==> config.mk <==
export PLATFORM = sky130hd
export DESIGN_NAME = fadd_seq_ctrl
export DESIGN_NICKNAME = d
export VERILOG_FILES = /design/src/rtl/fadd_seq_ctrl.sv
export SDC_FILE = /design/constraint.sdc
export NUM_CORES = 1
export LEC_CHECK = 0
export CAP_MARGIN = 20
export CORE_UTILIZATION = 55
export DETAILED_ROUTE_END_ITERATION = 12
export MAX_ROUTING_LAYER = met4
export PLACE_DENSITY = 0.89
export REMOVE_ABC_BUFFERS = 1
export SLEW_MARGIN = 10
export SYNTH_ARGS = -nofsm -noshare
export SYNTH_HDL_FRONTEND = slang
export SYNTH_SLANG_ARGS = --single-unit
==> constraint.sdc <==
create_clock -name clk -period 6.2 [get_ports clk]
set_clock_uncertainty 0.15 [all_clocks]
set_input_delay 0.62 -clock clk [delete_from_list [all_inputs] [get_ports clk]]
set_output_delay 0.62 -clock clk [all_outputs]
set_load 0.005 [all_outputs]
==> src/rtl/fadd_seq_ctrl.sv <==
// fadd_seq_ctrl: multi-cycle FP32 add sequencer around mant_preparer.
// Ports: op_1/op_2 in and res out over valid/ready, prep_* to/from preparer.
module fadd_seq_ctrl #(
  parameter int unsigned BYPASS_DEL = 26
) (
  input  logic        clk,
  input  logic        rst,
  input  logic        in_valid,
  output logic        in_ready,
  input  logic [31:0] op_1,
  input  logic [31:0] op_2,
  output logic        out_valid,
  input  logic        out_ready,
  output logic [31:0] res,
  output logic        busy,
  output logic        prep_sign_op_1,
  output logic        prep_sign_op_2,
  output logic        prep_exp_gr_1,
  output logic        prep_exp_gr_2,
  output logic        prep_exp_eq,
  output logic [7:0]  prep_exp_del,
  output logic [22:0] prep_op_1_f,
  output logic [22:0] prep_op_2_f,
  output logic        prep_denorm_op_1,
  output logic        prep_denorm_op_2,
  input  logic [48:0] prep_op_1_f_pr,
  input  logic [48:0] prep_op_2_f_pr
);

  typedef enum logic [2:0] {
    IDLE, PREP, SUM, NORM, DONE
  } state_t;

  localparam logic [31:0] QNAN = 32'h7FC0_0000;
  localparam logic [7:0]  BYP  = 8'(BYPASS_DEL);

  function automatic logic [7:0] eff(
    input logic [7:0] e
  );
    return (e == 8'd0) ? 8'd1 : e;
  endfunction

  state_t state, state_d;

  logic [31:0] op_a_q, op_b_q, res_q;
  logic [48:0] a_q, b_q;
  logic [49:0] m_q;
  logic [9:0]  exp_q;
  logic        sign_q;

  // Input-side decode, used only in IDLE
  logic [7:0]  ie_1, ie_2, in_del;
  logic        nan_1, nan_2, inf_1, inf_2;
  logic        spec_hit;
  logic [31:0] spec_res;

  assign ie_1   = eff(op_1[30:23]);
  assign ie_2   = eff(op_2[30:23]);
  assign in_del = (ie_1 >= ie_2) ? ie_1 - ie_2
                                 : ie_2 - ie_1;
  assign nan_1  = (&op_1[30:23]) & (|op_1[22:0]);
  assign nan_2  = (&op_2[30:23]) & (|op_2[22:0]);
  assign inf_1  = (&op_1[30:23]) & ~(|op_1[22:0]);
  assign inf_2  = (&op_2[30:23]) & ~(|op_2[22:0]);

  always_comb begin
    spec_hit = 1'b1;
    spec_res = 32'd0;
    if (nan_1 || nan_2)
      spec_res = QNAN;
    else if (inf_1 && inf_2 && (op_1[31] != op_2[31]))
      spec_res = QNAN;
    else if (inf_1)
      spec_res = op_1;
    else if (inf_2)
      spec_res = op_2;
    else if (in_del >= BYP)
      spec_res = (ie_1 > ie_2) ? op_1 : op_2;
    else
      spec_hit = 1'b0;
  end

  // Preparer drive, from registered operands only
  logic [7:0] re_1, re_2, emin;

  assign re_1 = eff(op_a_q[30:23]);
  assign re_2 = eff(op_b_q[30:23]);
  assign emin = (re_1 < re_2) ? re_1 : re_2;
  assign busy = (state != IDLE);

  assign prep_sign_op_1   = busy & op_a_q[31];
  assign prep_sign_op_2   = busy & op_b_q[31];
  assign prep_exp_gr_1    = busy & (re_1 > re_2);
  assign prep_exp_gr_2    = busy & (re_2 > re_1);
  assign prep_exp_eq      = busy & (re_1 == re_2);
  assign prep_exp_del     = !busy ? 8'd0 :
                            (re_1 >= re_2) ? re_1 - re_2
                                           : re_2 - re_1;
  assign prep_op_1_f      = busy ? op_a_q[22:0] : 23'd0;
  assign prep_op_2_f      = busy ? op_b_q[22:0] : 23'd0;
  assign prep_denorm_op_1 = busy & (op_a_q[30:23] == 8'd0);
  assign prep_denorm_op_2 = busy & (op_b_q[30:23] == 8'd0);

  // Sum and normalise
  logic [49:0] s_sum, s_abs;
  logic [31:0] zero_res, pack;
  logic        shr, shl;

  assign s_sum    = {a_q[48], a_q} + {b_q[48], b_q};
  assign s_abs    = s_sum[49] ? (~s_sum + 50'd1) : s_sum;
  assign zero_res = {op_a_q[31] & op_b_q[31], 31'd0};
  assign shr      = |m_q[49:24];
  assign shl      = ~shr & ~m_q[23] & (exp_q > 10'd1);

  always_comb begin
    pack = {sign_q, exp_q[7:0], m_q[22:0]};
    if (exp_q >= 10'd255)
      pack = {sign_q, 8'hFF, 23'd0};
    else if (!m_q[23])
      pack = {sign_q, 8'h00, m_q[22:0]};
  end

  always_ff @(posedge clk) begin
    if (rst) state <= IDLE;
    else     state <= state_d;
  end

  always_comb begin
    state_d = state;
    unique case (state)
      IDLE: if (in_valid)
              state_d = spec_hit ? DONE : PREP;
      PREP: state_d = SUM;
      SUM:  state_d = (s_abs == 50'd0) ? DONE : NORM;
      NORM: if (!shr && !shl) state_d = DONE;
      DONE: if (out_ready) state_d = IDLE;
      default: state_d = IDLE;
    endcase
  end

  always_ff @(posedge clk) begin
    if (rst) begin
      op_a_q <= '0;
      op_b_q <= '0;
      res_q  <= '0;
      a_q    <= '0;
      b_q    <= '0;
      m_q    <= '0;
      exp_q  <= '0;
      sign_q <= 1'b0;
    end else begin
      unique case (state)
        IDLE: if (in_valid) begin
          op_a_q <= op_1;
          op_b_q <= op_2;
          if (spec_hit) res_q <= spec_res;
        end
        PREP: begin
          a_q <= prep_op_1_f_pr;
          b_q <= prep_op_2_f_pr;
        end
        SUM: begin
          m_q    <= s_abs;
          exp_q  <= {2'b00, emin};
          sign_q <= s_sum[49];
          if (s_abs == 50'd0) res_q <= zero_res;
        end
        NORM: begin
          unique case (1'b1)
            shr: begin
              m_q   <= m_q >> 1;
              exp_q <= exp_q + 10'd1;
            end
            shl: begin
              m_q   <= m_q << 1;
              exp_q <= exp_q - 10'd1;
            end
            default: res_q <= pack;
          endcase
        end
        default: ;
      endcase
    end
  end

  assign in_ready  = (state == IDLE);
  assign out_valid = (state == DONE);
  assign res       = res_q;

endmodule
==> summary.txt <==
Pwr
  – Leakage: 8.64 nW
  – VDD IR-drop max: 0.220 mV
  – PwrDens: 235 mW/mm²
  – Pwr Total: 5.36 mW

Floorplanning
  – DIE HEIGHT: 185 µm
  – Row count: 66
  – Die area: 0.0343 mm²
  – Starting Density: 56.3%
  – I/O Pins: 262
  – Chip width: 185 µm
  – Core area: 0.0328 mm²

Synthesis
  – EDFF count, synth: 0
  – Most area-hungry cell type in the Yosys netlist: dfxtp_1
  – Sequential element share of the synthesized area: 28.0%
  – Ys flop type: dfxtp_1
  – #FFs+latches synth: 258
  – Synth top area cells: dfxtp_1 (28%), nand2_1 (9.7%), a21oi_1 (9.3%), ha_1 (5.7%), nor2_1 (3.8%)
  – Synth cell types: 95
  – Area share of the largest cell type after synthesis: 28.0%
  – Synthesis warning total: 0
  – Synth Cell Area: 0.0185 mm²
  – Synth Instances: 2551
  – Async S/R FF share, synth: 0%
  – Syn Area/Cell: 7.24 µm²

Run
  – Max-cap viol count: 0

Worst setup path
  – Worst-path fanout max: 15
  – Worst path cell trace: ha_1, a21oi_1, o21ai_1, a32oi_1, a211oi_1, buf_4, o21ai_0, nand2_1, buf_4, or3_1, a221oi_1, buf_4, o2111ai_1, or4_1, nor4_2, buf_4, nand4_1, o41ai_4, buf_4, buf_6, a21oi_1, a311oi_1
  – Worst endpoint required time: 6.51 ns
  – FF-to-FF Start: a_q[4]
  – Arr. time, crit path: 6.38 ns
  – CP Launch Type: flop
  – CP Class: flop to flop
  – Critical-path top delay cell: or4_1
  – Worst path most repeated cell: buf_4
  – Crit path largest cell delay: 0.58 ns
  – CP endpoint kind: flop
  – Crit. Startpoint: a_q[4]

Clocking
  – CTS tree: yes
  – Root buffer cell: clkbuf_16
  – Clock transition at the registers of the reported paths: 0.06 ns
  – Worst-Skew Late Latency: 0.56 ns
  – Num CTS Buffers: 27
  – Sink Count: 258
  – Longest Clk Path Bufs: 3
  – Cts hold-fix bufs: 0
  – H-Tree Depth: 1

Detailed routing
  – Number of DRC markers in iteration 0: 1973
  – # DRC: 0
  – WL/cell: 19.4 µm
  – Post-DRT Antenna Nets: 0
  – Via-to-Cell Ratio: 6.25
  – Drt total wl: 62300 µm
  – Drt first pass iters: 6
  – Via count: 20.0k

Finish
  – Most common cell after layout, fill and taps aside: nand2_1
  – Layout cells sized above 1: 9.47%
  – Synth-to-Final Area Change: 23.7%
  – Fin util: 69.7%
  – Fillcell total: 2697
  – Highest-count cells in the layout ignoring fill and taps: nand2_1 (476), a21oi_1 (339), clkdlybuf4s50_1 (259)
  – Nets: 3006
  – Number of diodes: 0

STA
  – Final Setup Violations: 0
  – Final worst path period need: 6.08 ns
  – Fmax: 0.165 GHz
  – Hold Vio Cnt, Final: 0
  – Post-route clock period utilization: 98.0%
  – Worst slew pin tran: 1.07 ns
  – Slew Limit Headroom: 28.5%
  – Slew Limit Fails: 0
  – Final hold slack: 0.300 ns

Placed design
  – Hpwl dp: 46900 µm
  – # port buffers: 261
  – Placer Congestion: 0.999

Status
  – Outcome: finished clean

GRT
  – Global-route wire length before repair: 96000 µm
  – Initial antenna violation count: 0
  – GRT Total Usage: 35.6%
  – Vias in the first global route: 18.1k
  – GR Overflow Total: 0
  – Largest net degree at the start of global routing: 144

Worst hold path
  – Hold crit path type: flop to flop
  – Hold_sp: op_b_q[11]
per-stage QoR:
| step | setup TNS (ns) | instance area (µm²) | cells | setup WS, ns |
|---|---|---|---|---|
| after detailed placement | -0.000680 | 21600 | 3152 | -0.000680 |
| final | 0 | 22800 | 3208 | 0.123 |
| after floorplan | -83.28 | 17700 | 2355 | -2.51 |
| after global placement | 0 | 21600 | 3151 | 0.173 |
| after CTS | 0 | 22500 | 3196 | 0.00444 |
| after global routing | -2.71 | 22800 | 3208 | -0.175 |
repair_timing:
action,in CTS,in global routing
buffers inserted,0,10
pin swaps,1,15
cloned,0,2
gates resized for setup,7,51
endpoints found under the setup margin,4,36
synth_stat cells (23+ instances only):
| master | n |
|---|---|
| a21oi_1 | 344 |
| o211ai_1 | 27 |
| nor4_1 | 42 |
| xor2_1 | 31 |
| or3_1 | 23 |
| nand3_1 | 32 |
| clkbuf_1 | 169 |
| nor2_1 | 187 |
| inv_1 | 61 |
| and2_1 | 69 |
| a221oi_1 | 35 |
| dfxtp_1 | 258 |
| nand2_1 | 477 |
| a211oi_1 | 33 |
| nand4_1 | 41 |
| o21ai_0 | 79 |
| a21o_1 | 29 |
| mux2i_1 | 42 |
| ha_1 | 84 |
| xnor2_1 | 57 |
| nor3_1 | 75 |
report_power, final:
part	switching [mW]	total [mW]	internal [mW]
Sequential	0.0751	1.84	1.76
Clock	0.684	1.58	0.892
Combinational	1.07	1.94	0.870
worst paths after layout:
kind,endpoint,slack [ns],depth (start not counted)
hold / removal,op_b_q[11],0.30,2
setup reg to reg,res[2],0.12,22
hold reg to reg,op_b_q[11],0.30,2
setup / recovery,res[2],0.12,22
routing by layer:
metal / global-route usage, % / share of wire (%) / wire [µm]
met3: 4.05 / 8.8 / 5460
met2: 55.0 / 44 / 27500
met4: 9.92 / 3.0 / 1900
met5: - / 0 / 0
met1: 48.9 / 44 / 27400
state kept, by name, summed over array words and instances, names as in the netlist:
register,flops
m_q,50
state,3
b_q,49
res,32
exp_q,10
a_q,49
op_a_q,32
op_b_q,32
sign_q,1
critical path: cells and delay by family (launching register included):
family / cells / cell delay, ns
flip-flops: 1 / 0.31
AO/OA/AOI/OAI: 10 / 2.40
adder cells (fa/ha/maj): 1 / 0.38
AND/OR/NAND/NOR: 5 / 1.63
buffers and inverters: 6 / 1.12
cell type report:
cell class                      instances  area (µm²)  share of cell area [%]
Multi-Input combinational cell       2035       12600                    55.0
Sequential cell                       258        5170                    22.6
Timing Repair Buffer                  367        3480                    15.3
Clock buffer                           35         756                    3.31
Tap cell                              442         553                    2.42
Inverter                               62         233                    1.02
Clock inverter                          9        77.6                   0.340
cells by family after synthesis:
kind of cell	synth area share [%]
xor gates and xnor gates	4.17
DFF	28.0
buffers and inverters	5.48
and+or+nand+nor	26.4
adders and majority gates	6.23
AOI/OAI and AO/OA	27.1
muxes	2.64
(Power assumes the default switching activity.)
